File: src/rtl/multiplier_datapath_tainttrack_pkg.sv
// mult_taint_pkg: shared widths and the carry-chain taint helper for the taint-tracking multiplier
package mult_taint_pkg;
  localparam int WIDTH = 4;
  localparam int RS_WIDTH = 2 * WIDTH + 1;
  function automatic logic [WIDTH:0] carry_taint(input logic [WIDTH-1:0] a_t, input logic [WIDTH-1:0] b_t);
    logic [WIDTH:0] t;
    t[0] = a_t[0] | b_t[0];
    for (int i = 1; i < WIDTH; i++) t[i] = t[i-1] | a_t[i] | b_t[i];
    t[WIDTH] = t[WIDTH-1];
    return t;
  endfunction
endpackage

File: src/rtl/multiplier_datapath_tainttrack_if.sv
// multiplier_datapath_tainttrack_if: operands, strobes and their taints from the FSM (master); MR, product and valid back (slave)
interface multiplier_datapath_tainttrack_if #(parameter int WIDTH = mult_taint_pkg::WIDTH);
  logic [WIDTH-1:0] multiplicand, multiplicand_t, multiplier, multiplier_t;
  logic mdld, mdld_t, mrld, mrld_t, rsclear, rsclear_t, rsload, rsload_t, rsshr, rsshr_t, productDone, productDone_t;
  logic [WIDTH-1:0] multiplierReg, multiplierReg_t;
  logic [2*WIDTH-1:0] product, product_t;
  logic product_valid, product_valid_t;
  modport master(
    output multiplicand, multiplicand_t, multiplier, multiplier_t,
    output mdld, mdld_t, mrld, mrld_t, rsclear, rsclear_t, rsload, rsload_t, rsshr, rsshr_t, productDone, productDone_t,
    input multiplierReg, multiplierReg_t, product, product_t, product_valid, product_valid_t
  );
  modport slave(
    input multiplicand, multiplicand_t, multiplier, multiplier_t,
    input mdld, mdld_t, mrld, mrld_t, rsclear, rsclear_t, rsload, rsload_t, rsshr, rsshr_t, productDone, productDone_t,
    output multiplierReg, multiplierReg_t, product, product_t, product_valid, product_valid_t
  );
endinterface

File: src/rtl/multiplier_datapath_tainttrack_taint_adder.sv
// taint_adder: W+W -> W+1 bit sum (a, b in; sum out) with carry-chain conservative taint (a_t, b_t in; sum_t out)
import mult_taint_pkg::*;
module taint_adder (
  input  logic [WIDTH-1:0] a,
  input  logic [WIDTH-1:0] a_t,
  input  logic [WIDTH-1:0] b,
  input  logic [WIDTH-1:0] b_t,
  output logic [WIDTH:0]   sum,
  output logic [WIDTH:0]   sum_t
);
  assign sum = {1'b0, a} + {1'b0, b};
  assign sum_t = carry_taint(a_t, b_t);
endmodule

File: src/rtl/multiplier_datapath_tainttrack.sv
// multiplier_datapath_tainttrack: MD/MR/RS shift-add datapath with shadow taint (clk, rst, bus slave: strobes in, MR/product/valid out)
import mult_taint_pkg::*;
module multiplier_datapath_tainttrack (
  input logic clk,
  input logic rst,
  multiplier_datapath_tainttrack_if.slave bus
);
  logic [WIDTH-1:0] md, md_t, mr, mr_t;
  logic [RS_WIDTH-1:0] rs, rs_t, rs_n, rs_t_n;
  logic [WIDTH:0] sum, sum_t;
  logic pv, pv_t;
  taint_adder u_add (
    .a(rs[2*WIDTH-1:WIDTH]),
    .a_t(rs_t[2*WIDTH-1:WIDTH]),
    .b(md),
    .b_t(md_t),
    .sum(sum),
    .sum_t(sum_t)
  );
  always_comb begin
    rs_n = bus.rsclear ? '0 : bus.rsload ? {sum, rs[WIDTH-1:0]} : bus.rsshr ? rs >> 1 : rs;
    rs_t_n = (bus.rsclear_t | bus.rsload_t | bus.rsshr_t) ? '1 :
             bus.rsclear ? '0 : bus.rsload ? {sum_t, rs_t[WIDTH-1:0]} : bus.rsshr ? rs_t >> 1 : rs_t;
  end
  always_ff @(posedge clk) begin
    if (rst) begin
      md <= '0;
      md_t <= '0;
      mr <= '0;
      mr_t <= '0;
      rs <= '0;
      rs_t <= '0;
      pv <= 1'b0;
      pv_t <= 1'b0;
    end else begin
      md <= bus.mdld ? bus.multiplicand : md;
      md_t <= bus.mdld_t ? '1 : bus.mdld ? bus.multiplicand_t : md_t;
      mr <= bus.mrld ? bus.multiplier : mr;
      mr_t <= bus.mrld_t ? '1 : bus.mrld ? bus.multiplier_t : mr_t;
      rs <= rs_n;
      rs_t <= rs_t_n;
      pv <= bus.productDone;
      pv_t <= bus.productDone_t;
    end
  end
  assign bus.multiplierReg = mr;
  assign bus.multiplierReg_t = mr_t;
  assign bus.product = rs[2*WIDTH-1:0];
  assign bus.product_t = rs_t[2*WIDTH-1:0];
  assign bus.product_valid = pv;
  assign bus.product_valid_t = pv_t;
endmodule

File: src/flat_wrapper.sv
// flat-port wrapper written by rule: the top's interface ports become plain ports
module multiplier_datapath_tainttrack_flat 
  (clk, rst, bus_multiplicand, bus_multiplicand_t, bus_multiplier, bus_multiplier_t, bus_mdld, bus_mdld_t, bus_mrld, bus_mrld_t, bus_rsclear, bus_rsclear_t, bus_rsload, bus_rsload_t, bus_rsshr, bus_rsshr_t, bus_productDone, bus_productDone_t, bus_multiplierReg, bus_multiplierReg_t, bus_product, bus_product_t, bus_product_valid, bus_product_valid_t);
  multiplier_datapath_tainttrack_if bus_i ();
  input logic clk;
  input logic rst;
  input wire logic [$bits(bus_i.multiplicand)-1:0] bus_multiplicand;
  input wire logic [$bits(bus_i.multiplicand_t)-1:0] bus_multiplicand_t;
  input wire logic [$bits(bus_i.multiplier)-1:0] bus_multiplier;
  input wire logic [$bits(bus_i.multiplier_t)-1:0] bus_multiplier_t;
  input wire logic [$bits(bus_i.mdld)-1:0] bus_mdld;
  input wire logic [$bits(bus_i.mdld_t)-1:0] bus_mdld_t;
  input wire logic [$bits(bus_i.mrld)-1:0] bus_mrld;
  input wire logic [$bits(bus_i.mrld_t)-1:0] bus_mrld_t;
  input wire logic [$bits(bus_i.rsclear)-1:0] bus_rsclear;
  input wire logic [$bits(bus_i.rsclear_t)-1:0] bus_rsclear_t;
  input wire logic [$bits(bus_i.rsload)-1:0] bus_rsload;
  input wire logic [$bits(bus_i.rsload_t)-1:0] bus_rsload_t;
  input wire logic [$bits(bus_i.rsshr)-1:0] bus_rsshr;
  input wire logic [$bits(bus_i.rsshr_t)-1:0] bus_rsshr_t;
  input wire logic [$bits(bus_i.productDone)-1:0] bus_productDone;
  input wire logic [$bits(bus_i.productDone_t)-1:0] bus_productDone_t;
  output wire logic [$bits(bus_i.multiplierReg)-1:0] bus_multiplierReg;
  output wire logic [$bits(bus_i.multiplierReg_t)-1:0] bus_multiplierReg_t;
  output wire logic [$bits(bus_i.product)-1:0] bus_product;
  output wire logic [$bits(bus_i.product_t)-1:0] bus_product_t;
  output wire logic [$bits(bus_i.product_valid)-1:0] bus_product_valid;
  output wire logic [$bits(bus_i.product_valid_t)-1:0] bus_product_valid_t;
  assign bus_i.multiplicand = bus_multiplicand;
  assign bus_i.multiplicand_t = bus_multiplicand_t;
  assign bus_i.multiplier = bus_multiplier;
  assign bus_i.multiplier_t = bus_multiplier_t;
  assign bus_i.mdld = bus_mdld;
  assign bus_i.mdld_t = bus_mdld_t;
  assign bus_i.mrld = bus_mrld;
  assign bus_i.mrld_t = bus_mrld_t;
  assign bus_i.rsclear = bus_rsclear;
  assign bus_i.rsclear_t = bus_rsclear_t;
  assign bus_i.rsload = bus_rsload;
  assign bus_i.rsload_t = bus_rsload_t;
  assign bus_i.rsshr = bus_rsshr;
  assign bus_i.rsshr_t = bus_rsshr_t;
  assign bus_i.productDone = bus_productDone;
  assign bus_i.productDone_t = bus_productDone_t;
  assign bus_multiplierReg = bus_i.multiplierReg;
  assign bus_multiplierReg_t = bus_i.multiplierReg_t;
  assign bus_product = bus_i.product;
  assign bus_product_t = bus_i.product_t;
  assign bus_product_valid = bus_i.product_valid;
  assign bus_product_valid_t = bus_i.product_valid_t;
  multiplier_datapath_tainttrack u_core (.clk(clk), .rst(rst), .bus(bus_i));
endmodule
File: config.mk
export PLATFORM = sky130hd
export DESIGN_NAME = multiplier_datapath_tainttrack_flat
export DESIGN_NICKNAME = d
export VERILOG_FILES = /design/src/rtl/multiplier_datapath_tainttrack_pkg.sv /design/src/rtl/multiplier_datapath_tainttrack_if.sv /design/src/rtl/multiplier_datapath_tainttrack_taint_adder.sv /design/src/rtl/multiplier_datapath_tainttrack.sv /design/src/flat_wrapper.sv
export SDC_FILE = /design/constraint.sdc
export NUM_CORES = 1
export LEC_CHECK = 0
export ABC_AREA = 1
export BUFFER_PORTS_ARGS = -buffer_cell sky130_fd_sc_hd__buf_2
export CAP_MARGIN = 5
export CORE_AREA = 5 5 65 67
export DETAILED_ROUTE_END_ITERATION = 8
export DIE_AREA = 0 0 70 72
export GPL_TIMING_DRIVEN = 0
export PLACE_DENSITY = 0.87
export SKIP_CTS_REPAIR_TIMING = 1
export SLEW_MARGIN = 40
export SYNTH_ARGS = -nofsm -noshare
export SYNTH_HDL_FRONTEND = slang
export SYNTH_SLANG_ARGS = --single-unit
File: constraint.sdc
create_clock -name clk -period 1.5 [get_ports clk]
set_input_delay 0.075 -clock clk [delete_from_list [all_inputs] [get_ports clk]]
set_output_delay 0.075 -clock clk [all_outputs]
set_load 0.1 [all_outputs]
==> results of run 1 <==
flip-flops by register name, summed over array words and instances, names as in the netlist:
signal	cells
u_core.rs	9
u_core.rs_t	9
u_core.bus.multiplierReg	4
u_core.bus.multiplierReg_t	4
u_core.md	4
u_core.md_t	4
u_core.bus.product_valid	1
u_core.bus.product_valid_t	1
metal layers:
metal / GRT usage, % / share of wire, % / up-vias
met4: 4.26 / 0.88 / 0
met1: 16.2 / 44 / 700
met3: 7.06 / 7.3 / 4
li1: - / - / 874
met5: 0 / 0 / -
met2: 27.1 / 48 / 48
area by class of cell:
| cell class | instances | area share [%] |
|---|---|---|
| multi-input cells | 145 | 34.9 |
| flip-flops and latches | 36 | 32.4 |
| repair buffers | 63 | 16.3 |
| plain buffers | 23 | 7.48 |
| inverters | 25 | 4.19 |
| well taps | 48 | 2.68 |
| clock buffers | 6 | 1.84 |
| clock inverters | 1 | 0.223 |
power by group through the flow:
stage	Sequential, uW	Clock (uW)	Combinational (uW)
after floorplan	1190	0	336
after global placement	1070	0	565
after detailed placement	1070	0	575
after CTS	1050	482	575
after global routing	1060	533	641
final	1050	462	598
worst max path at each step:
stage                       startpoint           end  cells past startpoint
after global routing      u_core.rs[6]  u_core.rs[7]                      6
final                     u_core.rs[4]  u_core.rs[6]                      8
after detailed placement  u_core.rs[4]  u_core.rs[8]                      8
after global placement    u_core.rs[4]  u_core.rs[8]                      8
after CTS                 u_core.rs[4]  u_core.rs[8]                      8
after floorplan           u_core.rs[4]  u_core.rs[8]                      8
logic make-up after synthesis:
family	count (synthesis)
adder cells (fa/ha/maj)	5
buffers and inverters	48
AND/OR/NAND/NOR	81
flip-flops	36
AO/OA/AOI/OAI	59
stage by stage:
step           setup WS (ns)  util, %  cell area, um2
3_5_place_dp          0.0295     57.6            2060
3_3_place_gp          0.0861     57.6            2060
2_1_floorplan          0.178        -            1740
5_1_grt              -0.0208     62.7            2240
4_1_cts              0.00153     58.9            2110
6_report              0.0771     62.7            2240
worst max-delay path, stage by stage (launching register included):
cell	delay, ns
dfxtp_2	0.37
ha_4	0.14
inv_2	0.04
fa_2	0.35
inv_2	0.08
buf_4	0.10
a21oi_1	0.05
o21ai_1	0.09
a31oi_2	0.09
cells in the mapped netlist:
cell	count	area share [%]
a21oi_1	31	8.9
a22o_1	1	0.50
a31oi_1	5	1.8
a31oi_2	1	0.72
buf_1	1	0.22
buf_2	1	0.29
buf_4	16	6.9
buf_6	1	0.65
buf_8	1	0.86
clkbuf_1	2	0.43
clkbuf_2	1	0.29
dfxtp_1	36	41
fa_1	1	1.2
ha_1	4	2.9
inv_1	21	4.5
inv_2	4	0.86
nand2_1	29	6.3
nand2_2	1	0.36
nand3_1	8	2.3
nand3_2	1	0.58
nand4_1	2	0.72
nor2_1	34	7.3
nor2_2	2	0.72
nor2_4	2	1.3
nor2_8	1	1.2
nor3_1	1	0.29
o2111ai_1	1	0.50
o211ai_1	1	0.43
o21ai_0	15	4.3
o21ai_1	3	0.86
o221ai_1	1	0.50
==> results.ini, run 1 <==
[cts]
cts_buffers=5
htreeDepth=2
cts_root_buffer=clkbuf_4
clk_path_buf_depth=2
insertion_delay_ns=0.33
clkTransAtPathRegs_ns=0.10
clkSinkCount=36
cts_tree=built

[layout]
syn_to_final_growth_pct=28.8
multiInputGateArea_um2=783
final_common_cell=buf_2
drive_above_1_share_pct=33.4
num_antenna_cells=0
fillCellCount=335
nets=334
register_area_um2=726
layout_common_cells=buf_2, nor2_1, dfxtp_1, a21oi_1, nand2_1
final_cells=347

[logic_synthesis]
synth_cells=229
synth_nets=264
syn-cell-area_um2=1740
ys_types=31
avgSynthCellArea_um2=7.60
synth_fa_ha_area_share_pct=4.03
synth_compound_area_share_pct=18.5
ys_ff_latch=36
ys_seq_area_share_pct=41.4
synth.area.mux_share_pct=0
yosys.area_share.simple_pct=21.0
synth_xor_area_share_pct=0
synth_top_family_by_area=simple AND/OR/NAND/NOR gates
synth_warnings=0

[pwr]
netSwitchingFraction_pct=36.3
pwr-share-seq_pct=49.7
p_total_uw=2110
internal-power_uw=1340
power.switching_uw=765
power.density_nw_per_um2=940
leakagePower_uw=0.00110
combPwrFrac_pct=28.4
pwr-share-clk_pct=21.9
ir_drop_mv=0.794

[sta]
finClkSkew_ns=0.0107
max_freq_ghz=0.703
period_needed_ns=1.42
relSlewSlack_pct=67.5
finalHoldViolCount=0
finalCritPeriodShare_pct=94.9
drv_slew=0
setup_viol=0
tightest_slew_ns=0.492
fin_tns_setup_ns=0
whs_ns=0.0147

[critical_path]
reg2regPathDepth=8
cp.arrival_ns=1.65
crit_path_end_kind=register
timing.rr.start=u_core.rs[4]
r2r-end=u_core.rs[6]
path_class=register to register
cp_max_fo=3
worstPathRequired_ns=1.73
cp-start-kind=register
reg2reg_slack_ns=0.08

[detailed_routing]
drt_iter0_drc=91
num_vias=1626
route.detailed.drc=0
firstDrtPassIters=4
wl_per_cell_um=11.1
routed_wirelength_um=3840
ant_nets=0
via_per_inst=4.69

[floorplan]
rows=22
io_pins=56
die-area_um2=5040
start_util_pct=48.6
core_um2=3580
fp.dieH_um=72
fp.dieW_um=70

[min_path]
whs_path_depth=3
hp-start=bus_multiplicand_t[2]
hold-path-endpoint=u_core.md_t[2]
hold_class=input port to register

[global_routing]
antenna_found_initial=0
grt_usage_pct=15.2
grt_start_max_net_pins=11
grt-ovfl-total=0
grt_first_pass_wirelength_um=6160
grt_pass1_vias=1554

[placed_design]
dp.cells=329
place_hpwl_um=2910
routabilityCongestion=0.774
io_buffers=52

[run]
cap_violations=0

[outcome]
status=complete, no violations

Note: power is estimated with default switching activity, not from simulation.
==> inputs of run 2 (changes only) <==
--- a/config.mk
+++ b/config.mk
@@ -8,11 +8,12 @@
 export ABC_AREA = 1
 export BUFFER_PORTS_ARGS = -buffer_cell sky130_fd_sc_hd__buf_2
 export CAP_MARGIN = 5
-export CORE_AREA = 5 5 65 67
+export CORE_AREA = 5 5 64 66
+export CTS_BUF_LIST = sky130_fd_sc_hd__clkbuf_8
 export DETAILED_ROUTE_END_ITERATION = 8
-export DIE_AREA = 0 0 70 72
+export DIE_AREA = 0 0 69 71
 export GPL_TIMING_DRIVEN = 0
-export PLACE_DENSITY = 0.87
+export PLACE_DENSITY = 0.89
 export SKIP_CTS_REPAIR_TIMING = 1
 export SLEW_MARGIN = 40
 export SYNTH_ARGS = -nofsm -noshare
==> run 2 against run 1 <==
Non-clock buffer count is 9 lower. Routed wire length is 2.6% higher. The flow now finishes with violations (hold timing). Critical endpoint is now u_core.rs[7]. Flip-flop and latch count stayed put. Largest power group unchanged. Final cell count is 2.3% lower.
==> results.ini, run 2 (same netlist as run 1, synthesis figures left out) <==
[global_routing]
grt_first_pass_wirelength_um=6500
antenna_found_initial=0
grt_pass1_vias=1592
grt_usage_pct=16.2
grt_start_max_net_pins=13
grt-ovfl-total=0

[cts]
cts_root_buffer=clkbuf_8
cts_tree=built
cts_buffers=5
clkSinkCount=36
clkTransAtPathRegs_ns=0.07
insertion_delay_ns=0.29
clk_path_buf_depth=2
htreeDepth=2

[pwr]
ir_drop_mv=0.950
power.density_nw_per_um2=1120
leakagePower_uw=0.00108

[critical_path]
critPathBufInv=0
cp-start-kind=register
max_stage_delay_ns=0.36
reg2reg_slack_ns=0.12
worstPathRequired_ns=1.73
crit_family=compound AO/OA/AOI/OAI gates
r2r-end=u_core.rs[7]
cp_slowest_cell=ha_1
crit_path_end_kind=register
path_cells=ha_1 > a21oi_1 > nand2_1 > nand2_1 > nand3_1 > a21oi_1
reg2regPathDepth=6
path_class=register to register
cp_max_fo=5
cp.arrival_ns=1.61
timing.rr.start=u_core.rs[6]

[floorplan]
fp.dieW_um=69
die-area_um2=4900
rows=22
fp.dieH_um=71
core_um2=3520
start_util_pct=49.4
io_pins=56

[sta]
drv_slew=0
finalCritPeriodShare_pct=91.8
finClkSkew_ns=0.00589
finalHoldViolCount=1
period_needed_ns=1.38
fin_tns_setup_ns=0
tightest_slew_ns=0.493
rsz0062_at_grt=false
max_freq_ghz=0.726
setup_viol=0
relSlewSlack_pct=67.4
whs_ns=-0.0217

[layout]
layout_common_cells=buf_2, nor2_1, dfxtp_1, a21oi_1, nand2_1
drive_above_1_share_pct=34.0
nets=325
num_antenna_cells=0
final_common_cell=buf_2
syn_to_final_growth_pct=27.0
reg_top3=u_core.rs x9, u_core.rs_t x9

[detailed_routing]
firstDrtPassIters=4
wl_per_cell_um=11.6
ant_nets=0
routed_wirelength_um=3940
drt_iter0_drc=88
num_vias=1689
route.detailed.drc=0
via_per_inst=4.98

[min_path]
hold-path-endpoint=u_core.bus.product_valid_t
hp-start=bus_productDone_t
hold_class=input port to register
whs_path_depth=3

[run]
cap_violations=0

[outcome]
status=complete, but fails checks
violations=hold timing

[placed_design]
io_buffers=52
routabilityCongestion=0.860
place_hpwl_um=2950

-- run 2: cell count changes in the layout (fill, tap and decap cells not counted), sizes merged --
| cell | before | now |
|---|---|---|
| clkbuf | 9 | 8 |
| clkinvlp | 0 | 1 |
| bufinv | 0 | 1 |
| dlygate4sd3 | 9 | 1 |
| buf | 74 | 73 |
-- run 2: layout make-up --
type,count,area [um2]
fillers,347,1310
multi-input cells,145,773
flip-flops and latches,36,727
repair buffers,54,278
plain buffers,23,168
inverters,25,93.8
clock buffers,5,68.8
well taps,48,60.1
clock inverters,3,42.5
-- run 2: how the worst max path moves through the flow --
| stage | slack, ns | startpoint | end | cells past startpoint |
|---|---|---|---|---|
| after detailed placement | 0.05 | u_core.md[0] | u_core.rs[8] | 8 |
| after global routing | 0.007 | u_core.md[0] | u_core.rs[8] | 8 |
| final | 0.12 | u_core.rs[6] | u_core.rs[7] | 6 |
| after floorplan | 0.18 | u_core.rs[4] | u_core.rs[8] | 8 |
| after CTS | 0.03 | u_core.rs[4] | u_core.rs[8] | 8 |
| after global placement | 0.09 | u_core.rs[4] | u_core.rs[8] | 8 |
-- run 2: layer usage --
metal  up-vias  track usage, %  wire [um]  part of all wire (%)
met1       753            18.3       1630                    41
met5         -               0          0                     0
met3         9            6.39        383                   9.7
li1        857               -          -                     -
met4         0            6.29         74                   1.9
met2        70            27.4       1860                    47
-- run 2: worst reg2reg max path: stages (launching register included) --
cell     delay (ns)
dfxtp_1        0.35
ha_1           0.36
a21oi_1        0.24
nand2_1        0.10
nand2_1        0.07
nand3_1        0.07
a21oi_1        0.13
-- run 2: stage by stage --
| stage | std cells | instance area (um2) | utilization, % | setup WS (ns) | power (uW) |
|---|---|---|---|---|---|
| 3_5_place_dp | 329 | 2060 | 58.5 | 0.0545 | 1640 |
| 4_1_cts | 337 | 2170 | 61.6 | 0.0321 | 2480 |
| 2_1_floorplan | 229 | 1740 | - | 0.178 | 1530 |
| 6_report | 339 | 2210 | 62.7 | 0.123 | 2470 |
| 5_1_grt | 339 | 2210 | 62.7 | 0.00674 | 2590 |
| 3_3_place_gp | 329 | 2060 | 58.5 | 0.0888 | 1630 |
-- run 2: report_power, final --
| part | leakage, uW | switching (uW) | internal [uW] | total, uW |
|---|---|---|---|---|
| clock | 0.0000541 | 354 | 491 | 845 |
| sequential | 0.000301 | 36.3 | 1010 | 1050 |
| combinational | 0.000729 | 438 | 143 | 581 |
